`config.mk`:
```
export PLATFORM = sky130hd
export DESIGN_NAME = ex_mem_stage_ctrl
export DESIGN_NICKNAME = d
export VERILOG_FILES = /design/src/rtl/ex_mem_stage_ctrl.sv
export SDC_FILE = /design/constraint.sdc
export NUM_CORES = 1
export LEC_CHECK = 0
export BUFFER_PORTS_ARGS = -buffer_cell sky130_fd_sc_hd__buf_4
export CAP_MARGIN = 20
export CELL_PAD_IN_SITES_DETAIL_PLACEMENT = 2
export CELL_PAD_IN_SITES_GLOBAL_PLACEMENT = 2
export CORE_ASPECT_RATIO = 2
export CORE_UTILIZATION = 21
export DETAILED_ROUTE_END_ITERATION = 10
export MAX_ROUTING_LAYER = met4
export PLACE_DENSITY_LB_ADDON = 0.05
export SLEW_MARGIN = 15
export SYNTH_ARGS = -nofsm -noshare
export SYNTH_HDL_FRONTEND = slang
export SYNTH_SLANG_ARGS = --single-unit
export TNS_END_PERCENT = 1
```
`constraint.sdc`:
```
create_clock -name Clk -period 0.95 [get_ports Clk]
set_input_delay 0.19 -clock Clk [delete_from_list [all_inputs] [get_ports Clk]]
set_output_delay 0.19 -clock Clk [all_outputs]
set_load 0.03 [all_outputs]
```
`src/rtl/ex_mem_stage_ctrl.sv`:
```
// EX/MEM pipeline slice: PC incrementer, control-word NOP mux and the
// EX/MEM register carrying store data, address, destination and mem/wb control.
module ex_mem_stage_ctrl #(
    parameter int unsigned PC_W   = 8,
    parameter int unsigned PC_INC = 4
) (
    input  logic             Clk,
    input  logic             Clr,
    input  logic [PC_W-1:0]  pc_in,
    output logic [PC_W-1:0]  pc_next,
    input  logic             nop_sel,
    input  logic [13:0]      cu_ctrl,
    output logic [13:0]      id_ctrl,
    input  logic [31:0]      ex_pd,
    input  logic [31:0]      ex_alu_res,
    input  logic [3:0]       ex_rd,
    input  logic [4:0]       ex_ctrl,
    output logic [31:0]      mem_pd,
    output logic [31:0]      mem_addr,
    output logic [3:0]       mem_rd,
    output logic [4:0]       mem_ctrl
);

    localparam int unsigned CTRL_W  = 14;
    localparam int unsigned DATA_W  = 32;
    localparam int unsigned RD_W    = 4;
    localparam int unsigned MCTRL_W = 5;

    // Modular increment; carry out is dropped by the PC_W-wide sum.
    always_comb begin
        pc_next = pc_in + PC_W'(PC_INC);
    end

    // Bubble insertion: zero control word neutralises the instruction.
    always_comb begin
        id_ctrl = cu_ctrl;
        if (nop_sel) begin
            id_ctrl = CTRL_W'(0);
        end
    end

    // EX/MEM register: free-running, synchronous clear.
    always_ff @(posedge Clk) begin
        if (!Clr) begin
            mem_pd   <= DATA_W'(0);
            mem_addr <= DATA_W'(0);
            mem_rd   <= RD_W'(0);
            mem_ctrl <= MCTRL_W'(0);
        end else begin
            mem_pd   <= ex_pd;
            mem_addr <= ex_alu_res;
            mem_rd   <= ex_rd;
            mem_ctrl <= ex_ctrl;
        end
    end

endmodule

```
; After elaboration in Yosys (flattened, before gate mapping)
; Index checks and enable logic that the tools add are counted.
[totals]
regBits = 73
out_inout_bits = 95
in_bits = 98
[op_classes]
n_addsub = 1
mux = 1
[ops]
columns = op, count
row1 = $mux W14, 1
row2 = $add A8 B3 Y8 const B, 1

; Logic depth before layout (Yosys ltp)
; Gate-level depths: netlist of run 1.
[logic_depth]
word_depth = 1
mapped_depth = 3
depth_no_buf = 3

; Worst setup path after synthesis of run 1
; OpenSTA, ideal clock, no wires.
[synth_path]
path_type = input to output
from = in pc_in[2]
to = out pc_next[6]
arrival_time_ns = 0.975
required_time_ns = 0.760
slack_ns = -0.215
stages = 3
n_path_buf = 0
cell_sequence = ha_1 nand3_1 xnor2_1
[synth_between]
elab_chain_len = 1
[synth_rtl]
columns = item, line_no
row1 = start: declaration, 9  ; input logic [PC_W-1:0] pc_in,
row2 = $add A8 B3 Y8, 31  ; pc_next = pc_in + PC_W'(PC_INC);
row3 = end: declaration, 10  ; output logic [PC_W-1:0] pc_next,
; No other way between the ends.

; Final worst setup path of run 1
[layout_path]
from = in pc_in[3]
to = out pc_next[7]
; Same word-level chain as after synthesis.

==> results of run 1 <==
metrics by stage:
step | setup WS, ns | power, µW | util [%]
final | -0.06584 | 8078 | 44.16
after global routing | -0.09603 | 8456 | 44.16
after CTS | -0.1010 | 8236 | 43.98
after detailed placement | -0.1980 | 4676 | 36.92
after global placement | -0.1994 | 4649 | 36.92
after floorplan | -0.1064 | 3995 | -
flip-flops by register name (all words and copies together) (netlist names):
register  flops
mem_addr     32
mem_ctrl      5
mem_pd       32
mem_rd        4
power by group:
| group | total, µW | internal (µW) | switching [µW] |
|---|---|---|---|
| clock network | 3300 | 2040 | 1260 |
| registers | 3340 | 3260 | 73.5 |
| logic | 1440 | 750 | 695 |
| total | 8080 | 6050 | 2030 |
area by class of cell:
class	count	area, µm²	area share, %
timing repair buffer	189	1727	38.78
multi-input combinational	95	703.2	15.79
clock buffer	10	229.0	5.142
clock inverter	6	68.82	1.545
sequential	73	1553	34.87
inverter	1	3.754	0.08429
tap	135	168.9	3.793
synth_stat cells:
cell type,n
and2_2,30
and3_4,1
buf_4,2
and2_1,43
nand3_2,1
xor2_1,2
inv_1,1
buf_2,1
clkbuf_2,7
ha_1,1
nand3_1,1
nor2b_1,14
dfxtp_1,73
xnor2_1,2
metal layers:
metal  wire length, µm  GRT usage (%)
met1              2147          12.26
met4               257          7.692
met5                 0              -
met3               563          4.778
met2              4649          29.23
cells in the final DEF (no fill, tap or decap), drive strengths merged, types with 2 or more instances in the layout:
master / n
and2: 73
buf: 189
clkbuf: 10
clkinv: 4
dfxtp: 73
nand3: 2
nor2b: 14
xnor2: 2
xor2: 2
path summary, 6_finish.rpt:
kind,endpoint,slack (ns),depth (start not counted)
setup / recovery,pc_next[7],-0.07,5
hold / removal,mem_pd[11],0.07,2
logic make-up (layout without fill, tap and decap cells):
logic type,Yosys count,after routing,share of synthesized area (%)
AND/OR/NAND/NOR,90,90,27.95
XOR/XNOR,4,4,1.610
buffers and inverters,11,206,2.702
adder cells (fa/ha/maj),1,1,0.5750
flip-flops,73,73,67.16
timing repair:
action,CTS,global route
endpoints found under the setup margin,77,77
endpoints found under the hold margin,0,0
gates resized for setup,156,3
pin swaps,3,2
setup buffers,1,0
==> qor.yml, run 1 <==
timing:
  worst_pin_slew_ns: 0.5517
  hold_ws_ns: 0.06612
  final_max_slew_viol_count: 0
  fmax_ghz: 0.9844
  min_period_over_period_pct: 106.9
  final.setup.tns_ns: -0.8755
  setup-violations-final: 76
  rsz0062_at_grt: "yes"
  slew-limit-headroom_pct: 63.22
  hold_viol: 0
  layout_setup_ws_ns: -0.06584
  period_needed_ns: 1.016
yosys:
  yosys.cell_types.count: 14
  synth_area_mm2: 0.002176
  ys_seq_elements: 73
  yosys.area.top_type_share_pct: 67.17
  synth_area_per_cell_um2: 12.16
  seq_area_frac_synth_pct: 67.17
  yosysTopAreaCell: "dfxtp_1"
  netlist_top_cells_area: "dfxtp_1 (67%), and2_1 (12%), and2_2 (10%)"
  syn-num-nets: 278
  yosys_warnings: 0
  synthCells: 179
placed_design:
  dpl_cell_area_mm2: 0.003724
  dp_cells: 492
  hpwlAfterDp_mm: 5.954
  port_buffers: 188
  place_congestion: 0.7495
grt:
  grt_overflow: 0
  grt_max_degree: 74
  grt_usage_pct: 15.38
  first_global_vias: 2171
  antenna_found_initial: 0
  grt_pass1_wl_mm: 11.39
critical_path:
  crit_start: "pc_in[3]"
  crit_fanout: 2
  path_delay_family: "simple AND/OR/NAND/NOR gates"
  path_cells: "buf_8, and3_4, nand3_4, xnor2_2, buf_6"
  end_kind: "output port"
  start_kind: "primary input"
  critical-path-max-stage-delay_ns: 0.20
  path_buf_inv: 2
  crit_type: "in -> out"
  slowest_stage: "and3_4"
  worstPathArrival_ns: 0.83
  worstPathRequired_ns: 0.76
layout:
  final_nets: 468
  drive_above_1_share_pct: 83.96
  area_growth_syn_to_layout_pct: 104.7
  layout.cells.non_filler: 509
  n_antenna_cell: 0
  fillCellCount: 1084
  final_cell_area_mm2: 0.004453
run:
  drv_cap: 0
die:
  dieArea_mm2: 0.01080
  num_rows: 52
  core-area_mm2: 0.01008
  io_pins: 193
  initial_core_util_pct: 21.58
  die_w_um: 73.98
  die_h_um: 146.0
route:
  vias: 1934
  wl_mm: 7.617
  drcViolationCount: 0
  drt_iter0_drc: 43
  postRouteAntennaNets: 0
  drt_pre_antenna_iters: 3
  wl_per_cell_um: 14.96
  vias_per_cell: 3.800
power_and_ir_drop:
  cellPowerDensity_mw_per_mm2: 1814
  peakVddDrop_uv: 1000
  p_leak_uw: 0.002085
worst_hold_path:
  hp-start: "ex_pd[11]"
  hp-class: "in -> reg"
outcome:
  violations: "negative setup slack"
  status: "finished with violations"
clock_network:
  cts_tree: "built"
  cts_made_buffers: 9
  cts_hold_buffers: 0
  cts_max_level: 3
  clk_path_buf_depth: 2
  cts_root_buffer: "clkbuf_16"
  clkSinkCount: 73
  clk_pin_slew_ns: 0.06
Power figures use the tool's default switching activity.
==> run 2: changes to the inputs <==
--- a/config.mk
+++ b/config.mk
@@ -14,6 +14,7 @@
 export DETAILED_ROUTE_END_ITERATION = 10
 export MAX_ROUTING_LAYER = met4
 export PLACE_DENSITY_LB_ADDON = 0.05
+export RECOVER_POWER = 25
 export SLEW_MARGIN = 15
 export SYNTH_ARGS = -nofsm -noshare
 export SYNTH_HDL_FRONTEND = slang
==> run 2 against run 1 <==
Net effect:
- the flow still finishes with violations (negative setup slack)
- sequential cell count unchanged
- fmax is the same
- non-clock buffer count stayed put
- critical endpoint unchanged
==> qor.yml, run 2 (synthesized netlist as in run 1, its figures left out) <==
route:
  drt_iter0_drc: 43
  drt_pre_antenna_iters: 3
  wl_per_cell_um: 14.96
  postRouteAntennaNets: 0
  drcViolationCount: 0
  vias: 1934
  vias_per_cell: 3.800
  routed.top_layer: "met4"
  met2_length_mm: 4.649
  met3_length_um: 563
  met1_length_mm: 2.147
  wl_mm: 7.617
grt:
  grt_usage_pct: 15.38
  first_global_vias: 2171
  grt_max_degree: 74
  antenna_found_initial: 0
  grt_overflow: 0
  grt_pass1_wl_mm: 11.39
layout:
  largest_registers: "mem_addr x32, mem_pd x32, mem_ctrl x5"
  n_antenna_cell: 0
  final_common_cell: "buf_4"
  final_cell_area_mm2: 0.004453
  final_nets: 468
  drive_above_1_share_pct: 83.96
  layout_common_cells: "buf_4 (109), buf_6 (76), dfxtp_2 (73)"
  layout.cells.non_filler: 509
  area_growth_syn_to_layout_pct: 104.7
die:
  core-area_mm2: 0.01008
  initial_core_util_pct: 21.58
  num_rows: 52
  die_h_um: 146.0
  dieArea_mm2: 0.01080
  io_pins: 193
  die_w_um: 73.98
outcome:
  violations: "negative setup slack"
  status: "finished with violations"
critical_path:
  crit_fanout: 2
  worstPathRequired_ns: 0.76
  worstPathArrival_ns: 0.83
  crit_end: "pc_next[7]"
  end_kind: "output port"
  crit_start: "pc_in[3]"
  start_kind: "primary input"
  crit_type: "in -> out"
clock_network:
  cts_max_level: 3
  cts_made_buffers: 9
  clkSinkCount: 73
  cts_tree: "built"
  clk_pin_slew_ns: 0.06
  cts_root_buffer: "clkbuf_16"
  cts_hold_buffers: 0
  clk_path_buf_depth: 2
timing:
  final_max_slew_viol_count: 0
  hold_ws_ns: 0.06612
  worst_pin_slew_ns: 0.5990
  hold_viol: 0
  min_period_over_period_pct: 106.9
  fmax_ghz: 0.9844
  layout_setup_ws_ns: -0.06584
  final.setup.tns_ns: -0.8764
  period_needed_ns: 1.016
  setup-violations-final: 76
  rsz0062_at_grt: "yes"
  slew-limit-headroom_pct: 60.06
placed_design:
  dpl_cell_area_mm2: 0.003724
  place_congestion: 0.7495
  dp_cells: 492
  port_buffers: 188
  hpwlAfterDp_mm: 5.954
power_and_ir_drop:
  p_leak_uw: 0.002085
  cellPowerDensity_mw_per_mm2: 1814
  peakVddDrop_uv: 1000
run:
  drv_cap: 0
worst_hold_path:
  hp-class: "in -> reg"
run 2: changes by cell type in the layout (fill, tap and decap cells not counted):
cell and change:
buf_4 -1, clkbuf_4 +1
run 2: repair_timing:
action	CTS	global route
pin swaps	3	2
setup buffers	1	0
setup endpoints to repair	77	77
resized for setup	156	3
run 2: worst min path at each step:
stage                               from           end  slack [ns]  cells past startpoint
final                          ex_pd[11]    mem_pd[11]        0.07                      2
after global routing      ex_alu_res[22]  mem_addr[22]        0.05                      2
after CTS                      ex_pd[11]    mem_pd[11]        0.05                      2
after detailed placement        pc_in[0]    pc_next[0]        0.38                      0
after global placement          pc_in[0]    pc_next[0]        0.38                      0
after floorplan           ex_alu_res[12]  mem_addr[12]        0.32                      1
run 2: layout make-up:
| type | count | area, µm² |
|---|---|---|
| multi-input combinational | 95 | 703.2 |
| clock buffer | 10 | 229.0 |
| sequential | 73 | 1553 |
| inverter | 1 | 3.754 |
| fill | 1084 | 5632 |
| tap | 135 | 168.9 |
| clock inverter | 6 | 68.82 |
| timing repair buffer | 189 | 1727 |
run 2: critical path, stage by stage:
cell and delay, ns:
buf_8 0.08, and3_4 0.20, nand3_4 0.07, xnor2_2 0.14, buf_6 0.15
run 2: through the flow:
step	setup WS, ns	power, µW	utilization [%]
2_1_floorplan	-0.1064	3995	-
5_1_grt	-0.09603	8455	44.16
3_3_place_gp	-0.1994	4649	36.92
6_report	-0.06584	8078	44.16
3_5_place_dp	-0.1980	4676	36.92
4_1_cts	-0.1010	8236	43.98
run 2: where the power goes:
group          leakage, µW  switching, µW  internal [µW]  total, µW
logic              0.00131            695            750       1450
registers         0.000628           73.5           3260       3330
clock network     0.000143           1260           2040       3300
run 2: layer usage:
metal | global-route usage, % | up-vias
met1 | 12.26 | 899
met5 | - | -
met4 | 7.692 | 0
met3 | 4.778 | 15
met2 | 29.23 | 100
li1 | - | 920
==> run 3: changes to the inputs <==
--- a/config.mk
+++ b/config.mk
@@ -15,6 +15,7 @@
 export MAX_ROUTING_LAYER = met4
 export PLACE_DENSITY_LB_ADDON = 0.05
 export RECOVER_POWER = 25
+export SKIP_CTS_REPAIR_TIMING = 1
 export SLEW_MARGIN = 15
 export SYNTH_ARGS = -nofsm -noshare
 export SYNTH_HDL_FRONTEND = slang
==> run 3 against run 2 <==
Net effect:
- the run still ends with negative setup slack left
- via count increased by 0.36%
- core utilization decreased by 0.22 points
- fmax decreased by 2.6%
- first-iteration DRC count decreased by 19%
- global-route usage decreased by 0.72 points
==> qor.yml, run 3 (synthesized netlist as in run 1, its figures left out) <==
outcome:
  status: "finished with violations"
  violations: "negative setup slack"
grt:
  grt_pass1_wl_mm: 10.84
  first_global_vias: 2098
  grt_overflow: 0
  grt_max_degree: 74
  antenna_found_initial: 0
  grt_usage_pct: 14.66
run:
  drv_cap: 0
critical_path:
  worstPathArrival_ns: 0.85
  crit_type: "in -> out"
  start_kind: "primary input"
  worstPathRequired_ns: 0.76
  crit_fanout: 3
  end_kind: "output port"
layout:
  largest_registers: "mem_addr x32, mem_pd x32, mem_ctrl x5"
  multi_input_area_um2: 693.2
  area_growth_syn_to_layout_pct: 103.6
  final-seq-area_mm2: 0.001551
  final_common_cell: "buf_4"
  drive_above_1_share_pct: 83.69
  layout.cells.non_filler: 509
  layout_common_cells: "buf_4 (110), buf_6 (77), dfxtp_2 (72)"
  fillCellCount: 1091
  final_cell_area_mm2: 0.004431
  final_nets: 468
  n_antenna_cell: 0
clock_network:
  clk_path_buf_depth: 2
  cts_made_buffers: 9
  clkSinkCount: 73
  clk_pin_slew_ns: 0.06
  cts_tree: "built"
  cts_root_buffer: "clkbuf_16"
  cts_max_level: 3
timing:
  fmax_ghz: 0.9586
  rsz0062_at_grt: "yes"
  setup-violations-final: 77
  final_max_slew_viol_count: 0
  hold_ws_ns: 0.06612
  final.setup.tns_ns: -0.9660
  slew-limit-headroom_pct: 60.09
  layout_setup_ws_ns: -0.09320
  period_needed_ns: 1.043
  worst_pin_slew_ns: 0.5986
  hold_viol: 0
  min_period_over_period_pct: 109.8
die:
  num_rows: 52
  dieArea_mm2: 0.01080
  io_pins: 193
  initial_core_util_pct: 21.58
  die_w_um: 73.98
  die_h_um: 146.0
  core-area_mm2: 0.01008
route:
  drt_iter0_drc: 35
  vias_per_cell: 3.813
  drt_pre_antenna_iters: 3
  wl_mm: 7.625
  drcViolationCount: 0
  postRouteAntennaNets: 0
  wl_per_cell_um: 14.98
  vias: 1941
placed_design:
  place_congestion: 0.7495
  hpwlAfterDp_mm: 5.954
  dp_cells: 492
  dpl_cell_area_mm2: 0.003724
  port_buffers: 188
worst_hold_path:
  hp-class: "in -> reg"
  hold_end: "mem_pd[11]"
  holdPathStages: 2
  hp-start: "ex_pd[11]"
power_and_ir_drop:
  cellPowerDensity_mw_per_mm2: 1821
  peakVddDrop_uv: 1002
  p_leak_uw: 0.002079
-- run 3: worst max-delay path by stage --
stage | from | end | slack, ns | cells past startpoint
floorplan | pc_in[3] | pc_next[5] | -0.11 | 2
global placement | pc_in[2] | pc_next[6] | -0.20 | 5
detailed placement | pc_in[2] | pc_next[6] | -0.20 | 5
CTS | pc_in[2] | pc_next[6] | -0.20 | 5
global route | pc_in[4] | pc_next[7] | -0.12 | 5
finish | pc_in[4] | pc_next[7] | -0.09 | 5
-- run 3: metrics by stage --
| step | total power, µW | utilization, % | worst slack, ns |
|---|---|---|---|
| 2_1_floorplan | 3995 | - | -0.1064 |
| 3_3_place_gp | 4649 | 36.92 | -0.1994 |
| 3_5_place_dp | 4676 | 36.92 | -0.1980 |
| 4_1_cts | 8050 | 39.88 | -0.1980 |
| 5_1_grt | 8442 | 43.93 | -0.1227 |
| 6_report | 8066 | 43.93 | -0.09320 |
-- run 3: final cells by class --
| type | instances | area share (%) |
|---|---|---|
| Sequential cell | 73 | 35.02 |
| Multi-Input combinational cell | 95 | 15.65 |
| Timing Repair Buffer | 189 | 38.72 |
| Tap cell | 135 | 3.812 |
| Clock buffer | 10 | 5.168 |
| Clock inverter | 6 | 1.553 |
| Inverter | 1 | 0.08472 |
-- run 3: critical path: stages --
cell and delay [ns]:
buf_8 0.08, and3_4 0.19, nand3_4 0.07, xnor2_2 0.16, buf_6 0.15
-- run 3: report_power, final --
group	internal (µW)	switching, µW
registers	3260	72.9
logic	743	693
clock network	2040	1260
-- run 3: layer usage --
metal | wire length (µm) | GRT usage (%)
met1 | 2048 | 11.34
met2 | 4742 | 27.73
met3 | 650 | 4.986
met4 | 184 | 7.788
met5 | 0 | -
